==> config.mk <==
export PLATFORM = sky130hd
export DESIGN_NAME = fetch_queue
export DESIGN_NICKNAME = d
export VERILOG_FILES = /design/src/rtl/fetch_queue.sv
export SDC_FILE = /design/constraint.sdc
export NUM_CORES = 1
export LEC_CHECK = 0
export CAP_MARGIN = 0
export CORE_ASPECT_RATIO = 0.5
export CORE_MARGIN = 2
export CORE_UTILIZATION = 59
export DETAILED_ROUTE_END_ITERATION = 10
export HOLD_SLACK_MARGIN = 0.15
export PLACE_DENSITY = 0.88
export SLEW_MARGIN = 20
export SYNTH_ARGS = -nofsm -noshare
export SYNTH_HDL_FRONTEND = slang
export SYNTH_SLANG_ARGS = --single-unit
==> constraint.sdc <==
create_clock -name clk -period 8.7 [get_ports clk]
set_clock_uncertainty 0.2 [all_clocks]
set_input_delay 2.61 -clock clk [delete_from_list [all_inputs] [get_ports clk]]
set_output_delay 2.61 -clock clk [all_outputs]
set_load 0.02 [all_outputs]
==> src/rtl/fetch_queue.sv <==
// fetch_queue: instruction-byte fetch unit feeding the cpu_ooo decoder.
// Streams sequential bytes from the fetch PC into a circular byte FIFO.
// It presents the oldest WIDTH bytes as a window to the decoder.
// A redirect squashes any in-flight byte and restarts fetch.
// Optional build macro FETCH_QUEUE_STATS_EN adds two outputs:
// stall_cycles and flush_count.
module fetch_queue #(
   parameter int          DEPTH    = 8,
   parameter int          WIDTH    = 3,
   parameter logic [15:0] RESET_PC = 16'hFFFC
) (
   input  logic                         clk,
   input  logic                         rst,
   output logic [15:0]                  addr_i,
   input  logic [7:0]                   din_i,
   input  logic                         redirect,
   input  logic [15:0]                  redirect_pc,
   output logic [8*WIDTH-1:0]           win_data,
   output logic [$clog2(WIDTH+1)-1:0]   win_count,
   output logic [15:0]                  win_pc,
   input  logic [$clog2(WIDTH+1)-1:0]   consume,
`ifdef FETCH_QUEUE_STATS_EN
   output logic [15:0]                  stall_cycles,
   output logic [15:0]                  flush_count,
`endif
   output logic                         full
);

   localparam int PW = $clog2(DEPTH);
   localparam int CW = $clog2(WIDTH + 1);
   localparam int NW = $clog2(DEPTH + 1);
   localparam int OW = NW + 1;

   logic [7:0]    mem_q [DEPTH];
   logic [15:0]   fetch_pc_q, fetch_pc_d;
   logic [15:0]   win_pc_q, win_pc_d;
   logic [PW-1:0] rd_ptr_q, rd_ptr_d;
   logic [PW-1:0] wr_ptr_q, wr_ptr_d;
   logic [NW-1:0] count_q, count_d;
   logic          inflight_q, inflight_d;

   logic [CW-1:0] pops;
   logic          push;
   logic          issue;
   logic [OW-1:0] occupancy;
   logic [OW-1:0] occ_after_pop;

   // Occupancy bookkeeping: bytes queued plus the one still returning from memory.
   always_comb begin
      if (count_q >= NW'(WIDTH)) begin
         win_count = CW'(WIDTH);
      end else begin
         win_count = CW'(count_q);
      end
      pops          = (consume > win_count) ? win_count : consume;
      push          = inflight_q && !redirect;
      occupancy     = OW'(count_q) + OW'(inflight_q);
      occ_after_pop = occupancy - OW'(pops);
      issue         = !redirect && (occ_after_pop < OW'(DEPTH));
      full          = (occupancy == OW'(DEPTH));
      addr_i        = fetch_pc_q;
      win_pc        = win_pc_q;
   end

   // Window read: oldest bytes first, with unfilled slots forced to zero.
   always_comb begin
      win_data = '0;
      for (int k = 0; k < WIDTH; k++) begin
         if (k < int'(win_count)) begin
            win_data[8*k +: 8] = mem_q[rd_ptr_q + PW'(k)];
         end
      end
   end

   // Next-state logic. A redirect overrides pop, push and issue.
   always_comb begin
      fetch_pc_d = fetch_pc_q;
      win_pc_d   = win_pc_q;
      rd_ptr_d   = rd_ptr_q;
      wr_ptr_d   = wr_ptr_q;
      count_d    = count_q;
      inflight_d = 1'b0;
      if (redirect) begin
         fetch_pc_d = redirect_pc;
         win_pc_d   = redirect_pc;
         rd_ptr_d   = '0;
         wr_ptr_d   = '0;
         count_d    = '0;
      end else begin
         inflight_d = issue;
         if (issue) begin
            fetch_pc_d = fetch_pc_q + 16'd1;
         end
         rd_ptr_d = rd_ptr_q + PW'(pops);
         win_pc_d = win_pc_q + 16'(pops);
         if (push) begin
            wr_ptr_d = wr_ptr_q + PW'(1);
         end
         count_d = count_q + NW'(push) - NW'(pops);
      end
   end

   // Control state registers.
   always_ff @(posedge clk or negedge rst) begin
      if (!rst) begin
         fetch_pc_q <= RESET_PC;
         win_pc_q   <= RESET_PC;
         rd_ptr_q   <= '0;
         wr_ptr_q   <= '0;
         count_q    <= '0;
         inflight_q <= 1'b0;
      end else begin
         fetch_pc_q <= fetch_pc_d;
         win_pc_q   <= win_pc_d;
         rd_ptr_q   <= rd_ptr_d;
         wr_ptr_q   <= wr_ptr_d;
         count_q    <= count_d;
         inflight_q <= inflight_d;
      end
   end

   // Byte storage. Contents are masked by win_count, so they need no reset.
   always_ff @(posedge clk) begin
      if (push) begin
         mem_q[wr_ptr_q] <= din_i;
      end
   end

`ifdef FETCH_QUEUE_STATS_EN
   logic [15:0] stall_cycles_q, stall_cycles_d;
   logic [15:0] flush_count_q, flush_count_d;

   // Saturating counters for stall cycles and redirect cycles.
   always_comb begin
      stall_cycles_d = stall_cycles_q;
      flush_count_d  = flush_count_q;
      if (!issue && !redirect && (stall_cycles_q != 16'hFFFF)) begin
         stall_cycles_d = stall_cycles_q + 16'd1;
      end
      if (redirect && (flush_count_q != 16'hFFFF)) begin
         flush_count_d = flush_count_q + 16'd1;
      end
      stall_cycles = stall_cycles_q;
      flush_count  = flush_count_q;
   end

   // Statistics registers.
   always_ff @(posedge clk or negedge rst) begin
      if (!rst) begin
         stall_cycles_q <= '0;
         flush_count_q  <= '0;
      end else begin
         stall_cycles_q <= stall_cycles_d;
         flush_count_q  <= flush_count_d;
      end
   end
`endif

endmodule
; Word level (Yosys, flattened, before mapping)
; Memory sizes are Yosys's and may differ from the RTL's.
; Cells that the tools add are included.
[totals]
reg_bits = 43
ramBits = 64
in_bits = 29
output_inout_bits = 59
n_memories = 1
[mem_list]
columns = memory, words, width, rd, rd_ports_with_merged_regs, write_ports, line
row1 = mem_q, 8, 8, 3, 0, 1, 34  ; logic [7:0] mem_q [DEPTH];
[classes]
n_addsub = 10
magnitude_cmp = 6
eq_ne = 1
mux = 15
n_reduce_logical = 5
[ops]
columns = operator, n
row1 = $mux 16, 3
row2 = $mux 8, 3
row3 = $add 16x1->16 const B, 1
row4 = $add 16x2->16, 1
row5 = $mux 3, 3
row6 = $add 3x1->3 const B, 2
row7 = $add 4x1->5, 1
row8 = $eq 5x4->1 const B, 1
row9 = $lt 5x4->1 const B, 1
row10 = $sub 5x2->5, 1
row11 = $add 4x1->4, 1
row12 = $ge 4x2->1 const B, 1
row13 = $lt 1x2->1 const A, 2
row14 = $mux 2, 2
row15 = $mux 4, 1
row16 = $reduce_bool 2->1, 2
row17 = $sub 4x2->4, 1
row18 = $add 3x2->3, 1
row19 = $add 3x2->3 const B, 1
row20 = $mux 1, 3
row21 = $gt 2x2->1, 1
row22 = $logic_and 1x1->1, 2
row23 = $lt 2x2->1 const A, 1
row24 = $logic_not 1->1, 1

; Longest topological paths before layout
; Gate-level depths: netlist (run 1).
[depth]
depth_word = 9
ltp_mapped = 15

; Worst setup path before layout (run 1)
; Ideal clock, no wire load.
[synth_timing]
kind = reg2out
startpoint = register rd_ptr_q[1]
endpoint = output win_data[14]
arrival_time_ps = 2105
t_required_ps = 5890
setup_slack_ps = 3785
path_stages_with_launch = 7
path_buffers = 2
cell_sequence = dfrtp_1 ha_1 clkbuf_1 buf_2 mux4_2 nand2_1 a21oi_1
[synth_via]
elab_chain_len = 3
[synth_lines]
columns = item, line
row1 = from (decl), 37  ; logic [PW-1:0] rd_ptr_q, rd_ptr_d;
row2 = from (signal assigned), 115  ; rd_ptr_q <= rd_ptr_d;
row3 = $add 3x1->3, 70  ; win_data[8*k +: 8] = mem_q[rd_ptr_q + PW'(k)];
row4 = $mem_v2 8x8, n/a
row5 = $mux 8, 69  ; if (k < int'(win_count)) begin
row6 = to (decl), 18  ; output logic [8*WIDTH-1:0] win_data,
; Every way passes these cells.

; Worst setup path after layout (run 1)
[layout_timing]
startpoint = register rd_ptr_q[0]
endpoint = output win_data[12]
; The elaborated chain is that of the path after synthesis.

==> flow_metrics.env, run 1 <==
export IMPL_avgSynthCellArea_sq_um=13.1
export IMPL_fin_tns_setup_ps=0
export IMPL_dr_pass1_iters=5
export IMPL_fmax_mhz=178
export IMPL_clkTransAtPathRegs_ps=70
export IMPL_power_density_nw_per_um2=341
export IMPL_syn_nets=514
export IMPL_irDropWorstVdd_mv=0.162
export IMPL_antenna_found_initial=0
export IMPL_viasPerCell=6.18
export IMPL_cts_buffer_depth=2
export IMPL_initial_core_util=0.603
export IMPL_io_pins=88
export IMPL_numCtsBuffers=9
export IMPL_slowest_stage="ha_2"
export IMPL_yosysTopAreaCell="edfxtp_1"
export IMPL_port_buffer_count=87
export IMPL_final_cells=693
export IMPL_min_period_ps=5610
export IMPL_cp_required_ps=5890
export IMPL_wl_per_cell_microns=19.7
export IMPL_cpPeakStageDelay_ps=720
export IMPL_drv_cap=0
export IMPL_relSlewSlack=0.364
export IMPL_arrival_ps=2800
export IMPL_postSynthRegisterBits=107
export IMPL_r2r_start="count_q[2]"
export IMPL_htreeDepth=3
export IMPL_insertedDiodeCount=0
export IMPL_finalHoldViolCount=0
export IMPL_grt_overflow=0
export IMPL_max_slew_worst_pin_slew_ps=954
export IMPL_syn2layout_area_growth_pct=20.8
export IMPL_ys_seq_area_frac=0.497
export IMPL_hold_class="reg -> reg"
export IMPL_slew_viol_final=0
export IMPL_r2r_end="win_pc[14]"
export IMPL_clkLatencyLatePin_ps=350
export IMPL_p_leak_nw=2.58
export IMPL_critical_path_top_delay_family="adder cells"
export IMPL_ys_async_sr_fraction=0.402
export IMPL_dp_hpwl_microns=9540
export IMPL_synth_top_area_frac=0.315
export IMPL_rsz0062_at_grt="no"
export IMPL_die_y_microns=75.9
export IMPL_grt_pass1_wl_microns=21900
export IMPL_root_buffer="clkbuf_16"
export IMPL_rows=26
export IMPL_r2r_cells=13
export IMPL_core_area_sq_um=10100
export IMPL_crit_buf_inv=1
export IMPL_synth_edf_count=64
export IMPL_cts_resized=0
export IMPL_startpoint_type="register"
export IMPL_grt_max_degree=48
export IMPL_grt_total_usage=0.252
export IMPL_crit_path_max_fanout=16
export IMPL_die_w_microns=148
export IMPL_clock_sinks=107
export IMPL_drc=0
export IMPL_dpl_cell_count=677
export IMPL_min_path_cells=2
export IMPL_dieArea_sq_um=11200
export IMPL_end_kind="primary output"
export IMPL_netlist_area_sq_um=6100
export IMPL_min_from="addr_i[8]"
export IMPL_place_gp_congestion=0.817
export IMPL_drtAntennaViolNets=0
export IMPL_period_share=0.645
export IMPL_routed_wl_microns=13700
export IMPL_grt_pass1_vias=4200
export IMPL_synth_area_leaders="edfxtp_1, mux4_2, dfstp_2, dfrtp_1, nor2_1"
export IMPL_cts_tree="yes"
export IMPL_ys_warn_count=0
export IMPL_cp_cell_sequence="ha_2 > mux4_2 > nand2_1 > a21oi_1 > clkdlybuf4s50_1"
export IMPL_drtIter0Drc=295
export IMPL_drive_gt1_frac=0.212
export IMPL_status="complete, no violations"
export IMPL_cts_setup_buffers=0
export IMPL_synthDistinctLibCells=58
export IMPL_finalSetupViolations=0
export IMPL_synth_flop_cell="edfxtp_1"
export IMPL_ff2ff_setup_slack_ps=4970
export IMPL_hold_path_end="addr_i[9]"
export IMPL_hold_buffers=0
export IMPL_crit_type="reg -> out"
export IMPL_vias=4284
export IMPL_nets=597
export IMPL_netlist_instances=465
==> worst reg2reg max path, stage by stage, from the launching register on <==
cell	delay [ps]
dfrtp_1	460
inv_1	100
ha_1	220
nand2b_1	160
clkinv_1	390
ha_1	350
o21bai_1	170
a21o_1	240
and3_1	230
fa_1	470
and3_1	280
nand3_1	130
xor2_1	150
a21boi_0	90
==> kinds of logic (layout without fill, tap and decap cells) <==
| family | Yosys count | after routing | share of synthesized area |
|---|---|---|---|
| AOI/OAI and AO/OA | 56 | 56 | 0.0654 |
| xor gates and xnor gates | 26 | 26 | 0.0373 |
| adders and majority gates | 20 | 20 | 0.0447 |
| buffers and inverters | 32 | 120 | 0.0236 |
| DFF | 107 | 107 | 0.497 |
| muxes | 71 | 71 | 0.212 |
| and+or+nand+nor | 153 | 153 | 0.120 |
==> power by group <==
group	internal, mW	total [mW]	switching (mW)
Clock	0.199	0.389	0.190
Sequential	0.626	0.701	0.0752
Combinational	0.677	1.42	0.747
==> state kept, by name, indices dropped and copies added (netlist names) <==
signal,cells
mem_q,64
count_q,4
wr_ptr_q,3
addr_i,16
inflight_q,1
win_pc,16
rd_ptr_q,3
==> cells in the mapped netlist, types with 2 or more instances <==
cell / n
edfxtp_1: 64
nor2_1: 57
mux4_2: 46
nand2_1: 33
dfstp_2: 28
a21oi_1: 23
mux2i_1: 20
ha_1: 17
xnor2_1: 17
dfrtp_1: 15
nand3_1: 13
inv_1: 9
xor2_1: 9
and3_1: 7
buf_1: 7
buf_2: 7
nand2b_1: 7
a31oi_1: 5
clkbuf_1: 5
mux2_2: 5
nor2b_1: 5
nor3_1: 5
nor4_1: 4
o21ai_0: 4
a21boi_0: 3
fa_1: 3
nand4_1: 3
nor3b_1: 3
o221ai_1: 3
or3_1: 3
a21o_1: 2
a221oi_1: 2
nor3_2: 2
o311a_1: 2
o31ai_1: 2
or2_2: 2
or4_1: 2
==> cell type report <==
| class | instances | area [sq um] |
|---|---|---|
| Clock inverter | 7 | 57.6 |
| Multi-Input combinational cell | 326 | 2930 |
| Tap cell | 140 | 175 |
| Timing Repair Buffer | 93 | 911 |
| Fill cell | 697 | 2750 |
| Inverter | 11 | 41.3 |
| Sequential cell | 107 | 3030 |
| Clock buffer | 9 | 225 |
==> per-stage QoR <==
step	total power [mW]	util	hold slack (ps)	setup slack [ps]	instance area, sq um
floorplan	1.67	-	318	3790	6100
global placement	2.09	0.700	322	3130	7090
detailed placement	2.13	0.700	332	3070	7090
CTS	2.53	0.728	343	2750	7370
global route	2.66	0.729	366	2930	7370
finish	2.51	0.729	340	3090	7370
==> how the worst max path moves through the flow <==
| stage | slack, ps | start | cells after the start | endpoint |
|---|---|---|---|---|
| floorplan | 3790 | rd_ptr_q[1] | 6 | win_data[14] |
| global placement | 3130 | consume[1] | 9 | addr_i[12] |
| detailed placement | 3070 | consume[1] | 9 | addr_i[12] |
| CTS | 2750 | rd_ptr_q[0] | 5 | win_data[12] |
| global route | 2930 | rd_ptr_q[2] | 5 | win_data[10] |
| finish | 3090 | rd_ptr_q[0] | 5 | win_data[12] |
==> layer usage <==
layer / global-route usage / wire length (microns) / up-vias
met5: 0 / 0 / -
met4: 0.0495 / 164 / 0
met3: 0.0355 / 844 / 19
met2: 0.436 / 6910 / 169
met1: 0.349 / 5760 / 2159
li1: - / - / 1937
==> placed cells by master (no fill, tap or decap), types with 4 or more instances in the layout <==
cell type	Yosys	final
nor3_1	5	5
clkbuf_16	0	9
mux2_2	5	5
nand2b_1	7	7
nand2_1	33	33
and3_1	7	7
xnor2_1	17	17
a21oi_1	23	23
mux4_2	46	46
nand3_1	13	13
clkdlybuf4s50_1	0	86
dfrtp_1	15	14
mux2i_1	20	20
dfstp_2	28	28
ha_1	17	16
nor4_1	4	4
o21ai_0	4	4
a31oi_1	5	5
edfxtp_1	64	64
inv_1	9	9
xor2_1	9	9
nor2b_1	5	5
nor2_1	57	57
buf_4	0	6
(Power assumes the default switching activity.)
==> run 2, diff against run 1 <==
Settings changed: CORE_UTILIZATION 59 to 50, PLACE_DENSITY 0.88 to 0.79.
Clock period 8.7 ns to 4.8 ns, I/O delays scaled along.
==> run 2 against run 1 <==
  * Count of clock-buffer cells in the layout stayed put
  * Non-clock buffer count rose by 14
  * Register-to-register slack got worse by 3800 ps
  * Global-route usage down 2.8 points
  * Sequential share of layout area is 1.0 points lower
  * Critical path depth is 1 higher
  * Largest power group unchanged
==> flow_metrics.env, run 2 (synthesized netlist as in run 1, its figures left out) <==
export IMPL_cts_setup_buffers=0
export IMPL_gr_usage_met1=0.280
export IMPL_min_period_ps=4320
export IMPL_grt_max_degree=48
export IMPL_placed_cell_area_sq_um=7230
export IMPL_cp_required_ps=3160
export IMPL_use_met2=0.416
export IMPL_io_pins=88
export IMPL_viasPerCell=5.85
export IMPL_end_kind="primary output"
export IMPL_swShare=0.398
export IMPL_die_w_microns=160
export IMPL_min_from="addr_i[8]"
export IMPL_p_leak_nw=2.68
export IMPL_fin_tns_setup_ps=0
export IMPL_drive_gt1_frac=0.229
export IMPL_htreeDepth=3
export IMPL_slew_viol_final=0
export IMPL_switching_power_mw=1.87
export IMPL_largest_reg_flops=64
export IMPL_port_buffer_count=87
export IMPL_vias=4279
export IMPL_grt_pass1_wl_microns=22200
export IMPL_crit_path_max_fanout=16
export IMPL_drc=0
export IMPL_rsz0062_at_grt="no"
export IMPL_place_gp_congestion=0.853
export IMPL_wl_per_cell_microns=19.5
export IMPL_top_register="mem_q"
export IMPL_design_area_sq_um=7560
export IMPL_cts_tree="yes"
export IMPL_syn2layout_area_growth_pct=23.9
export IMPL_r2r_end="win_pc[14]"
export IMPL_final_cell_mix="clkdlybuf4s50_1, edfxtp_1, nor2_1"
export IMPL_die_y_microns=82.1
export IMPL_clkPwrFrac=0.167
export IMPL_clkTransAtPathRegs_ps=80
export IMPL_routed_wl_microns=14300
export IMPL_numCtsBuffers=9
export IMPL_grt_total_usage=0.224
export IMPL_p_comb_frac=0.562
export IMPL_max_slew_worst_pin_slew_ps=945
export IMPL_use_met3=0.0514
export IMPL_grt_busiest_layer="met2"
export IMPL_setup_slack_ps=480
export IMPL_crit_path_end="win_data[8]"
export IMPL_insertedDiodeCount=0
export IMPL_cts_buffer_depth=2
export IMPL_seqPwrFrac=0.271
export IMPL_pre_cts_ws_ps=373
export IMPL_arrival_ps=2680
export IMPL_drv_cap=0
export IMPL_ff2ff_setup_slack_ps=1120
export IMPL_root_buffer="clkbuf_16"
export IMPL_dr_pass1_iters=4
export IMPL_intPower_mw=2.83
export IMPL_r2r_cells=13
export IMPL_nFillCells=934
export IMPL_status="complete, no violations"
export IMPL_hold_class="reg -> reg"
export IMPL_final_common_cell="clkdlybuf4s50_1"
export IMPL_cts_resized=0
export IMPL_drtAntennaViolNets=0
export IMPL_nets=611
export IMPL_fin_util=0.638
export IMPL_finalHoldViolCount=0
export IMPL_relSlewSlack=0.370
export IMPL_period_share=0.900
export IMPL_cp_startpoint="rd_ptr_q[0]"
export IMPL_power_density_nw_per_um2=622
export IMPL_dp_hpwl_microns=9880
export IMPL_r2r_start="count_q[2]"
export IMPL_grt_pass1_vias=4299
export IMPL_finalSetupViolations=0
export IMPL_antenna_found_initial=0
export IMPL_hold_buffers=0
export IMPL_crit_type="reg -> out"
export IMPL_irDropWorstVdd_mv=0.258
export IMPL_fmax_mhz=231
export IMPL_dieArea_sq_um=13200
export IMPL_startpoint_type="register"
export IMPL_initial_core_util=0.515
export IMPL_grt_overflow=0
export IMPL_rows=28
export IMPL_clkLatencyLatePin_ps=350
export IMPL_core_area_sq_um=11800
export IMPL_clock_sinks=107
export IMPL_drtIter0Drc=305
==> run 2: per-stage QoR <==
| step | cells | hold WS (ps) | total power, mW |
|---|---|---|---|
| 3_5_place_dp | 716 | 331 | 3.93 |
| 5_1_grt | 732 | 373 | 4.98 |
| 4_1_cts | 732 | 329 | 4.73 |
| 2_1_floorplan | 465 | 318 | 3.03 |
| 6_report | 732 | 333 | 4.70 |
| 3_3_place_gp | 716 | 321 | 3.87 |
==> run 2: area by class of cell <==
class	count	area (sq um)	share of cell area
flip-flops and latches	107	3030	0.401
inverters	11	41.3	0.00546
multi-input cells	326	2920	0.387
repair buffers	107	1030	0.136
well taps	165	206	0.0273
clock inverters	7	97.6	0.0129
clock buffers	9	225	0.0298
==> run 2: worst min path at each step <==
stage / endpoint / slack, ps / depth (start not counted)
after floorplan: wr_ptr_q[2] / 320 / 2
after global placement: addr_i[8] / 320 / 2
after detailed placement: addr_i[9] / 330 / 2
after CTS: addr_i[9] / 330 / 2
after global routing: addr_i[9] / 370 / 2
final: addr_i[9] / 330 / 2
==> run 2: worst max-delay path, cell delays in order (launching register included) <==
cell and delay, ps:
dfrtp_2 440, ha_1 290, buf_4 310, mux4_2 570, nand2_1 80, a21oi_1 80
clkdlybuf4s50_1 550
==> run 2: per-layer routing <==
layer	part of all wire	routed length (microns)
met5	0	0
met4	0.0082	117
met3	0.062	883
met2	0.50	7210
met1	0.43	6080
==> run 2: power by group through the flow <==
stage	clock network, mW	registers, mW	logic (mW)
2_1_floorplan	0	1.33	1.70
3_3_place_gp	0	1.28	2.59
3_5_place_dp	0	1.29	2.64
4_1_cts	0.801	1.27	2.66
5_1_grt	0.838	1.29	2.85
6_report	0.785	1.27	2.64
